`config.mk`:
```
export PLATFORM = sky130hd
export DESIGN_NAME = xilly_axil_regbank_flat
export DESIGN_NICKNAME = d
export VERILOG_FILES = /design/src/rtl/xilly_axil_regbank_if.sv /design/src/rtl/xilly_axil_regbank.sv /design/src/flat_wrapper.sv
export SDC_FILE = /design/constraint.sdc
export NUM_CORES = 1
export LEC_CHECK = 0
export BUFFER_PORTS_ARGS = -buffer_cell sky130_fd_sc_hd__buf_2
export CORE_MARGIN = 10
export CORE_UTILIZATION = 35
export DETAILED_ROUTE_END_ITERATION = 10
export HOLD_SLACK_MARGIN = 0.05
export PLACE_DENSITY_LB_ADDON = 0.12
export SYNTH_ARGS = -nofsm -noshare
export SYNTH_HDL_FRONTEND = slang
export SYNTH_SLANG_ARGS = --single-unit
```
`constraint.sdc`:
```
create_clock -name xillybus_bus_clk -period 1.8 [get_ports xillybus_bus_clk]
set_input_delay 0.18 -clock xillybus_bus_clk [delete_from_list [all_inputs] [get_ports xillybus_bus_clk]]
set_output_delay 0.18 -clock xillybus_bus_clk [all_outputs]
set_load 0.005 [all_outputs]
```
`src/rtl/xilly_axil_regbank_if.sv`:
```
// AXI4-Lite slave bus bundle for the xilly_axil_regbank register bank.
// The slave modport is the register bank's view; the master modport drives it.
interface xilly_axil_regbank_if;
  logic [31:0] S_AXI_AWADDR;
  logic        S_AXI_AWVALID;
  logic        S_AXI_AWREADY;
  logic [31:0] S_AXI_WDATA;
  logic [3:0]  S_AXI_WSTRB;
  logic        S_AXI_WVALID;
  logic        S_AXI_WREADY;
  logic [1:0]  S_AXI_BRESP;
  logic        S_AXI_BVALID;
  logic        S_AXI_BREADY;
  logic [31:0] S_AXI_ARADDR;
  logic        S_AXI_ARVALID;
  logic        S_AXI_ARREADY;
  logic [31:0] S_AXI_RDATA;
  logic [1:0]  S_AXI_RRESP;
  logic        S_AXI_RVALID;
  logic        S_AXI_RREADY;

  modport slave (
    input  S_AXI_AWADDR, S_AXI_AWVALID,
    output S_AXI_AWREADY,
    input  S_AXI_WDATA, S_AXI_WSTRB, S_AXI_WVALID,
    output S_AXI_WREADY,
    output S_AXI_BRESP, S_AXI_BVALID,
    input  S_AXI_BREADY,
    input  S_AXI_ARADDR, S_AXI_ARVALID,
    output S_AXI_ARREADY,
    output S_AXI_RDATA, S_AXI_RRESP, S_AXI_RVALID,
    input  S_AXI_RREADY
  );

  modport master (
    output S_AXI_AWADDR, S_AXI_AWVALID,
    input  S_AXI_AWREADY,
    output S_AXI_WDATA, S_AXI_WSTRB, S_AXI_WVALID,
    input  S_AXI_WREADY,
    input  S_AXI_BRESP, S_AXI_BVALID,
    output S_AXI_BREADY,
    output S_AXI_ARADDR, S_AXI_ARVALID,
    input  S_AXI_ARREADY,
    input  S_AXI_RDATA, S_AXI_RRESP, S_AXI_RVALID,
    output S_AXI_RREADY
  );
endinterface

```
`src/rtl/xilly_axil_regbank.sv`:
```
// AXI4-Lite register bank: CTRL, STATUS, interrupt pending/mask and scratch words.
// Define XILLY_REGBANK_IRQ_EN to build the interrupt logic; otherwise it reads 0.
module xilly_axil_regbank #(
  parameter int NREGS  = 16,
  parameter int ADDR_W = 12
) (
  input  logic                 xillybus_bus_clk,
  input  logic                 xillybus_bus_rst_n,
  xilly_axil_regbank_if.slave  s_axi,
  output logic [31:0]          ctrl_out,
  input  logic [31:0]          status_in,
  input  logic [7:0]           irq_src,
  output logic                 host_interrupt
);

  localparam int          IDX_W   = ADDR_W - 2;
  localparam int          RIDX_W  = $clog2(NREGS);
  localparam logic [31:0] NREGS_U = NREGS;

  typedef logic [IDX_W-1:0] idx_t;
  typedef enum logic [1:0] {
    RESP_OKAY   = 2'b00,
    RESP_SLVERR = 2'b10
  } resp_e;

  localparam idx_t IDX_STATUS   = idx_t'(1);
  localparam idx_t IDX_IRQ_PEND = idx_t'(2);
  localparam idx_t IDX_IRQ_MASK = idx_t'(3);

  logic        run_q;
  logic        aw_full_q, w_full_q;
  idx_t        aw_idx_q;
  logic [31:0] w_data_q;
  logic [3:0]  w_strb_q;
  logic        bvalid_q, rvalid_q;
  resp_e       bresp_q, rresp_q;
  logic [31:0] rdata_q;
  logic [31:0] regs_q [NREGS];

  logic        aw_ready, w_ready, ar_ready;
  logic        aw_hs, w_hs, ar_hs, commit, wr_err, wr_en;
  idx_t        ar_idx;
  logic [31:0] rd_word;
  logic        rd_err;
  logic [7:0]  irq_pend_rd, irq_mask_rd;

  function automatic logic [31:0] merge_bytes(input logic [31:0] old_val,
                                              input logic [31:0] new_val,
                                              input logic [3:0]  strb);
    logic [31:0] res;
    res = old_val;
    for (int b = 0; b < 4; b++) begin
      if (strb[b]) res[8*b +: 8] = new_val[8*b +: 8];
    end
    return res;
  endfunction

  // run_q keeps every ready low until the first edge after reset release.
  assign aw_ready = run_q & ~aw_full_q & ~bvalid_q;
  assign w_ready  = run_q & ~w_full_q  & ~bvalid_q;
  assign ar_ready = run_q & ~rvalid_q;

  assign aw_hs  = s_axi.S_AXI_AWVALID & aw_ready;
  assign w_hs   = s_axi.S_AXI_WVALID  & w_ready;
  assign ar_hs  = s_axi.S_AXI_ARVALID & ar_ready;
  assign commit = aw_full_q & w_full_q;
  assign wr_err = (32'(aw_idx_q) >= NREGS_U);
  assign wr_en  = commit & ~wr_err;
  assign ar_idx = s_axi.S_AXI_ARADDR[ADDR_W-1:2];

  assign s_axi.S_AXI_AWREADY = aw_ready;
  assign s_axi.S_AXI_WREADY  = w_ready;
  assign s_axi.S_AXI_ARREADY = ar_ready;
  assign s_axi.S_AXI_BVALID  = bvalid_q;
  assign s_axi.S_AXI_BRESP   = bresp_q;
  assign s_axi.S_AXI_RVALID  = rvalid_q;
  assign s_axi.S_AXI_RRESP   = rresp_q;
  assign s_axi.S_AXI_RDATA   = rdata_q;
  assign ctrl_out            = regs_q[0];

  // NOTE: every output of a combinational block gets a default first, so no path leaves it unassigned and no latch is inferred.
  always_comb begin
    rd_word = '0;
    rd_err  = 1'b0;
    if (32'(ar_idx) >= NREGS_U)      rd_err  = 1'b1;
    else if (ar_idx == IDX_STATUS)   rd_word = status_in;
    else if (ar_idx == IDX_IRQ_PEND) rd_word = {24'h0, irq_pend_rd};
    else if (ar_idx == IDX_IRQ_MASK) rd_word = {24'h0, irq_mask_rd};
    else                             rd_word = regs_q[ar_idx[RIDX_W-1:0]];
  end

  // NOTE: sequential state uses non-blocking assignments so every flop samples pre-edge values; this is also what makes a same-edge read return the old contents.
  always_ff @(posedge xillybus_bus_clk or negedge xillybus_bus_rst_n) begin
    if (!xillybus_bus_rst_n) begin
      run_q     <= 1'b0;
      aw_full_q <= 1'b0;
      w_full_q  <= 1'b0;
      aw_idx_q  <= '0;
      w_data_q  <= '0;
      w_strb_q  <= '0;
      bvalid_q  <= 1'b0;
      bresp_q   <= RESP_OKAY;
      rvalid_q  <= 1'b0;
      rresp_q   <= RESP_OKAY;
      rdata_q   <= '0;
    end else begin
      run_q <= 1'b1;
      if (aw_hs) begin
        aw_full_q <= 1'b1;
        aw_idx_q  <= s_axi.S_AXI_AWADDR[ADDR_W-1:2];
      end
      if (w_hs) begin
        w_full_q <= 1'b1;
        w_data_q <= s_axi.S_AXI_WDATA;
        w_strb_q <= s_axi.S_AXI_WSTRB;
      end
      if (commit) begin
        aw_full_q <= 1'b0;
        w_full_q  <= 1'b0;
        bvalid_q  <= 1'b1;
        bresp_q   <= wr_err ? RESP_SLVERR : RESP_OKAY;
      end else if (bvalid_q && s_axi.S_AXI_BREADY) begin
        bvalid_q <= 1'b0;
      end
      if (ar_hs) begin
        rvalid_q <= 1'b1;
        rdata_q  <= rd_word;
        rresp_q  <= rd_err ? RESP_SLVERR : RESP_OKAY;
      end else if (rvalid_q && s_axi.S_AXI_RREADY) begin
        rvalid_q <= 1'b0;
      end
    end
  end

  // NOTE: this register file is built from flops, so an asynchronous reset of the whole array is legal; a RAM-inferred array could not be reset this way.
  always_ff @(posedge xillybus_bus_clk or negedge xillybus_bus_rst_n) begin
    if (!xillybus_bus_rst_n) begin
      for (int i = 0; i < NREGS; i++) regs_q[i] <= '0;
    end else begin
      for (int i = 0; i < NREGS; i++) begin
        // Words 1..3 are STATUS and the interrupt pair; they never live here.
        if (wr_en && aw_idx_q == idx_t'(i) && (i == 0 || i >= 4))
          regs_q[i] <= merge_bytes(regs_q[i], w_data_q, w_strb_q);
      end
    end
  end

`ifdef XILLY_REGBANK_IRQ_EN
  logic [7:0] irq_pend_q, irq_mask_q, irq_prev_q, irq_rise, irq_clr;
  logic       host_int_q, mask_wr;

  assign irq_rise = irq_src & ~irq_prev_q;
  assign irq_clr  = (wr_en && aw_idx_q == IDX_IRQ_PEND && w_strb_q[0]) ? w_data_q[7:0] : 8'h00;
  assign mask_wr  = wr_en && aw_idx_q == IDX_IRQ_MASK && w_strb_q[0];

  always_ff @(posedge xillybus_bus_clk or negedge xillybus_bus_rst_n) begin
    if (!xillybus_bus_rst_n) begin
      irq_prev_q <= '0;
      irq_pend_q <= '0;
      irq_mask_q <= '0;
      host_int_q <= 1'b0;
    end else begin
      irq_prev_q <= irq_src;
      // A new edge wins over a same-cycle clear.
      irq_pend_q <= (irq_pend_q & ~irq_clr) | irq_rise;
      if (mask_wr) irq_mask_q <= w_data_q[7:0];
      host_int_q <= |(irq_pend_q & irq_mask_q);
    end
  end

  assign irq_pend_rd    = irq_pend_q;
  assign irq_mask_rd    = irq_mask_q;
  assign host_interrupt = host_int_q;
`else
  logic unused_irq;
  assign unused_irq     = ^irq_src;
  assign irq_pend_rd    = 8'h00;
  assign irq_mask_rd    = 8'h00;
  assign host_interrupt = 1'b0;
`endif

  // Address bits outside [ADDR_W-1:2] are deliberately ignored.
  logic unused_addr;
  assign unused_addr = ^{s_axi.S_AXI_AWADDR, s_axi.S_AXI_ARADDR};

endmodule

```
`src/flat_wrapper.sv`:
```
// flat-port wrapper written by rule: the top's interface ports become plain ports
module xilly_axil_regbank_flat 
#(
  parameter int NREGS  = 16,
  parameter int ADDR_W = 12
)
  (xillybus_bus_clk, xillybus_bus_rst_n, ctrl_out, status_in, irq_src, host_interrupt, s_axi_S_AXI_AWADDR, s_axi_S_AXI_AWVALID, s_axi_S_AXI_AWREADY, s_axi_S_AXI_WDATA, s_axi_S_AXI_WSTRB, s_axi_S_AXI_WVALID, s_axi_S_AXI_WREADY, s_axi_S_AXI_BRESP, s_axi_S_AXI_BVALID, s_axi_S_AXI_BREADY, s_axi_S_AXI_ARADDR, s_axi_S_AXI_ARVALID, s_axi_S_AXI_ARREADY, s_axi_S_AXI_RDATA, s_axi_S_AXI_RRESP, s_axi_S_AXI_RVALID, s_axi_S_AXI_RREADY);
  xilly_axil_regbank_if s_axi_i ();
  input  logic xillybus_bus_clk;
  input  logic xillybus_bus_rst_n;
  output logic [31:0] ctrl_out;
  input  logic [31:0] status_in;
  input  logic [7:0] irq_src;
  output logic host_interrupt;
  input wire logic [$bits(s_axi_i.S_AXI_AWADDR)-1:0] s_axi_S_AXI_AWADDR;
  input wire logic [$bits(s_axi_i.S_AXI_AWVALID)-1:0] s_axi_S_AXI_AWVALID;
  output wire logic [$bits(s_axi_i.S_AXI_AWREADY)-1:0] s_axi_S_AXI_AWREADY;
  input wire logic [$bits(s_axi_i.S_AXI_WDATA)-1:0] s_axi_S_AXI_WDATA;
  input wire logic [$bits(s_axi_i.S_AXI_WSTRB)-1:0] s_axi_S_AXI_WSTRB;
  input wire logic [$bits(s_axi_i.S_AXI_WVALID)-1:0] s_axi_S_AXI_WVALID;
  output wire logic [$bits(s_axi_i.S_AXI_WREADY)-1:0] s_axi_S_AXI_WREADY;
  output wire logic [$bits(s_axi_i.S_AXI_BRESP)-1:0] s_axi_S_AXI_BRESP;
  output wire logic [$bits(s_axi_i.S_AXI_BVALID)-1:0] s_axi_S_AXI_BVALID;
  input wire logic [$bits(s_axi_i.S_AXI_BREADY)-1:0] s_axi_S_AXI_BREADY;
  input wire logic [$bits(s_axi_i.S_AXI_ARADDR)-1:0] s_axi_S_AXI_ARADDR;
  input wire logic [$bits(s_axi_i.S_AXI_ARVALID)-1:0] s_axi_S_AXI_ARVALID;
  output wire logic [$bits(s_axi_i.S_AXI_ARREADY)-1:0] s_axi_S_AXI_ARREADY;
  output wire logic [$bits(s_axi_i.S_AXI_RDATA)-1:0] s_axi_S_AXI_RDATA;
  output wire logic [$bits(s_axi_i.S_AXI_RRESP)-1:0] s_axi_S_AXI_RRESP;
  output wire logic [$bits(s_axi_i.S_AXI_RVALID)-1:0] s_axi_S_AXI_RVALID;
  input wire logic [$bits(s_axi_i.S_AXI_RREADY)-1:0] s_axi_S_AXI_RREADY;
  assign s_axi_i.S_AXI_AWADDR = s_axi_S_AXI_AWADDR;
  assign s_axi_i.S_AXI_AWVALID = s_axi_S_AXI_AWVALID;
  assign s_axi_S_AXI_AWREADY = s_axi_i.S_AXI_AWREADY;
  assign s_axi_i.S_AXI_WDATA = s_axi_S_AXI_WDATA;
  assign s_axi_i.S_AXI_WSTRB = s_axi_S_AXI_WSTRB;
  assign s_axi_i.S_AXI_WVALID = s_axi_S_AXI_WVALID;
  assign s_axi_S_AXI_WREADY = s_axi_i.S_AXI_WREADY;
  assign s_axi_S_AXI_BRESP = s_axi_i.S_AXI_BRESP;
  assign s_axi_S_AXI_BVALID = s_axi_i.S_AXI_BVALID;
  assign s_axi_i.S_AXI_BREADY = s_axi_S_AXI_BREADY;
  assign s_axi_i.S_AXI_ARADDR = s_axi_S_AXI_ARADDR;
  assign s_axi_i.S_AXI_ARVALID = s_axi_S_AXI_ARVALID;
  assign s_axi_S_AXI_ARREADY = s_axi_i.S_AXI_ARREADY;
  assign s_axi_S_AXI_RDATA = s_axi_i.S_AXI_RDATA;
  assign s_axi_S_AXI_RRESP = s_axi_i.S_AXI_RRESP;
  assign s_axi_S_AXI_RVALID = s_axi_i.S_AXI_RVALID;
  assign s_axi_i.S_AXI_RREADY = s_axi_S_AXI_RREADY;
  xilly_axil_regbank #(.NREGS(NREGS), .ADDR_W(ADDR_W)) u_core (.xillybus_bus_clk(xillybus_bus_clk), .xillybus_bus_rst_n(xillybus_bus_rst_n), .s_axi(s_axi_i), .ctrl_out(ctrl_out), .status_in(status_in), .irq_src(irq_src), .host_interrupt(host_interrupt));
endmodule
```
Word level (Yosys, flattened, before mapping)
Cells that the tools add are included.
Cells by class
  mux-type cells: 18
  eq/ne operators: 15
  reductions and logical operators: 72
  bitwise operators: 16
  $lt $le $gt $ge: 3
Operators with widths (number)
  $mux 32: 6
  $bmux 32 s4: 1
  $reduce_and 2->1: 52
  $eq 10x4->1 const B: 8
  $eq 10x3->1 const B: 4
  $eq 10x2->1 const B: 2
  $ge 10x5->1 const B: 2
  $logic_and 1x1->1: 15
  $and 1x1->1: 10
  $eq 10x1->1 const B: 1
  $logic_not 10->1: 1
  $mux 1: 9
  $reduce_bool 2->1: 4
  $ge 5x5->1 const B: 1
  $not 1->1: 5
  $not 4->5: 1
  $mux 2: 2
Storage, ports and cells
  register bits after elaboration: 503
  output and inout port bits: 74
  bits of input ports: 147
  logic and storage cells: 187

Logic depth before layout (Yosys ltp)
  depth in word-level cells: 8
  gate-level depth with buffers: 8

Worst setup path before layout
No wires, ideal clock.
  path type: register to register
  from: register u_core.aw_idx_q[7]
  to: register u_core.regs_q[296] (netlist bit)
  slack: -0.095 ns
  period minus slack after synthesis: 1.895 ns
  stages on the path, launching flop included: 7
  arrival: 1.770 ns
  library setup time: 0.125 ns
  cell sequence: dfrtp_1 nor4b_4 and2_0 buf_4 buf_12 nand3_4 mux2_4
On the way
  cells in the longest elaborated chain, start to end: 5
  elaborated cells between the ends (all ways): 6
  classes of those cells: 1 x order compare; 1 x eq/ne; 2 x bitwise; 2 x reduce/logical
RTL lines
  from (decl): RTL line xilly_axil_regbank.sv:32  | idx_t aw_idx_q;
  from (signal assigned): RTL line xilly_axil_regbank.sv:110  | aw_idx_q <= s_axi.S_AXI_AWADDR[ADDR_W-1:2];
  $ge 10x5->1: RTL line xilly_axil_regbank.sv:67  | assign wr_err = (32'(aw_idx_q) >= NREGS_U);
  $not 1->1: RTL line xilly_axil_regbank.sv:68  | assign wr_en = commit & ~wr_err;
  $and 1x1->1: RTL line xilly_axil_regbank.sv:68
  $logic_and 1x1->1 (*): RTL line xilly_axil_regbank.sv:142  | if (wr_en && aw_idx_q == idx_t'(i) && (i == 0 || i >= 4))
  $reduce_and 2->1 (no line) (*)
  to (signal, indexed assignment): RTL line xilly_axil_regbank.sv:143  | regs_q[i] <= merge_bytes(regs_q[i], w_data_q, w_strb_q);
  to (decl): RTL line xilly_axil_regbank.sv:38  | logic [31:0] regs_q [NREGS];
Mark *: on every way between the ends. The rest lies on a longest branch, timed or not.
A chain may end at the register's enable or synchronous reset.

Worst setup path after layout
  from: register u_core.aw_idx_q[7]
  to: register u_core.regs_q[266] (netlist bit)
Same word-level chain as after synthesis.

==> metrics.txt <==
final setup margin -0.174 ns; DRT Pass-1 Iters 4; Sw Share 28.9%; Remaining Overflow, GRT 0; Mean Syn Cell Area 14.7 sq um; met2 WL 32.9 mm; largest net degree at the start of global routing 76; vias in the first global route 16400; Mapped Area 0.0232 sq mm; TritonCTS clock tree done; dominant synthesized flop cell dfrtp_1; Tmin final 1.97 ns; final WL 69.7 mm; Die Y 277 um; DR WL met3 2.75 mm; row count 94; H-tree lvl count 2; worst relative slew slack 59.2%; IO buf count 165; Tcrit/Tclk final 110%; met1 wire length 32.7 mm; top post-synthesis cells by area dfrtp_1, mux2_2, mux4_2; slowest stage cell, crit path dfrtp_2; Worst Path Max Fanout 8; DP HPWL 47.3 mm; top-area cell type share of the netlist area 54.1%; crit end category flop; Worst-path clk slew 0.06 ns; worst path cell trace nor4b_4, buf_6, and2_4, buf_12, nand3_4, mux2_4; leakage power 0.0144 uW; critical path data arrival time 2.47 ns; Largest stage delay, worst path 0.45 ns; Max Clock Freq 0.507 GHz; area leader, netlist dfrtp_1; worst vdd ir 0.663 mV; Final Hold Fails 0; GR Util All Layers 17.9%; drt drc 0; Boundary Pins 221; Comb power frac 13.8%; root buf cell clkbuf_16; Yosys cell types 55; Routed WL per cell 24.5 um; Worst-Skew Late Latency 0.63 ns; layout cells sized above 1 54.8%; CTS buffer count 57; Filler cells 5747; Design Area, Final 0.0304 sq mm; Setup Skew 0.0239 ns; CP startpoint kind flop; status finished with violations; Detailed Route Iter0 Violations 657; max_cap viols 0; critical path class reg -> reg; Buf/Inv on CP 2; DRT antenna net count 0; Post-Syn Instances 1582; gpl congestion 0.782; DP Area 0.0265 sq mm; antenna cells 0; clock sink count 501; core area 0.0657 sq mm; Pint 22000 uW; Async SR Flop Fraction 100%; die area 0.0769 sq mm; final setup TNS -42.77 ns; Ys Warns 96; Pwr Density 1020 mW/mm^2; Place WS -0.263 ns; CP delay by family, top simple AND/OR/NAND/NOR gates; via count 14800; Pwr Total 31000 uW; first-pass GRT wire length 107 mm; sw power 8960 uW; Hold Path Class in -> async; flops & latches, synth 501; sequential power share 45.9%; clock power share 40.3%; failing checks setup timing; antenna violations before repair 1; clock buffer depth 3; synth-to-layout area growth 31.0%; post-synthesis sequential area ratio 54.1%; via density per instance 5.20; unrepaired setup endpoints after global routing yes; Max Used Layer met4; WP data required 2.29 ns; Die W 277 um; Post-synth EDFFs 0; Final Slew Violations 0; Worst Tran Pin Value 0.612 ns; Setup violations, final 416; Starting Density 35.3%; nets 2087
cell type report:
cell class	count	area [sq um]	share of cell area, %
clock buffer	78	1630	5.35
clock inverter	29	399	1.31
inverter	6	22.5	0.0741
multi-input combinational	929	10600	35.0
sequential	501	12500	41.3
tap	864	1080	3.56
timing repair buffer	445	4070	13.4
layer usage:
metal  vias up  global-route usage [%]
met3        84                    3.17
met5         -                       0
met4         0                    4.43
met1      7902                    24.8
met2       264                    28.8
li1       6573                       -
cell usage after synthesis, drive strengths merged, types with 21 or more instances:
library cell and instances:
dfrtp 501, o21ai 22, clkbuf 67, nor2 40, mux2 473, mux2i 65
a22oi 31, a21oi 35, o22ai 21, mux4 64, nand3 56, buf 81
power by group through the flow:
stage                     Clock (uW)  Combinational (uW)  Sequential, uW
after floorplan                    0                2980           12900
after global placement             0                3670           14200
final                          12500                4290           14200
after detailed placement           0                3730           14300
after global routing           13300                4610           14500
after CTS                      12900                4230           14200
cells in the final DEF (no fill, tap or decap), drive strengths merged, types with 16 or more instances in the layout:
master	n
clkinv	16
o21ai	22
a22oi	31
a21oi	35
mux2	473
dfrtp	501
nand3	56
mux2i	65
buf	365
dlygate4sd3	80
clkbuf	78
nand2	19
nor2	40
a211oi	19
o22ai	21
mux4	64
logic make-up (layout without fill, tap and decap cells):
kind of cell / Yosys count / count (layout) / synth area share, %
buffers and inverters: 154 / 558 / 3.59
other: 2 / 4 / 0.0324
flip-flops: 501 / 501 / 54.1
AND/OR/NAND/NOR: 161 / 161 / 5.40
AO/OA/AOI/OAI: 162 / 162 / 4.53
multiplexers: 602 / 602 / 32.4
metrics by stage:
step	utilization, %	hold slack [ns]	instances
final	46.2	0.0749	2852
after global routing	46.2	0.0977	2852
after CTS	45.9	0.0589	2847
after detailed placement	40.3	0.123	2646
after global placement	40.3	0.116	2646
after floorplan	-	-0.116	1584
state kept, by name (all words and copies together) (netlist names), 4 cells and up:
name / cells
u_core.regs_q: 384
u_core.w_strb_q: 4
u_core.w_data_q: 32
u_core.s_axi.S_AXI_RDATA: 32
u_core.ctrl_out: 32
u_core.aw_idx_q: 10
repair_timing:
item,in CTS,in global routing
cloned,2,0
endpoints found under the setup margin,439,457
hold buffers,80,0
pin swaps,31,14
endpoints found under the hold margin,425,0
resized for setup,173,43
setup buffers,12,6
worst paths after layout:
kind | startpoint | to | slack (ns) | cells past startpoint
min in group xillybus_bus_clk | s_axi_S_AXI_AWVALID | u_core.aw_full_q$_DFFE_PN0P_ | 0.10 | 4
setup reg to reg | u_core.aw_idx_q[7]$_DFFE_PN0P_ | u_core.regs_q[266]$_DFFE_PN0P_ | -0.17 | 6
hold / removal | xillybus_bus_rst_n | u_core.w_data_q[12]$_DFFE_PN0P_ | 0.07 | 2
hold reg to reg | u_core.regs_q[354]$_DFFE_PN0P_ | u_core.regs_q[354]$_DFFE_PN0P_ | 0.50 | 1
setup / recovery | u_core.aw_idx_q[7]$_DFFE_PN0P_ | u_core.regs_q[266]$_DFFE_PN0P_ | -0.17 | 6
max in group asynchronous | xillybus_bus_rst_n | u_core.w_data_q[5]$_DFFE_PN0P_ | 0.91 | 3
(Power assumes the default switching activity.)
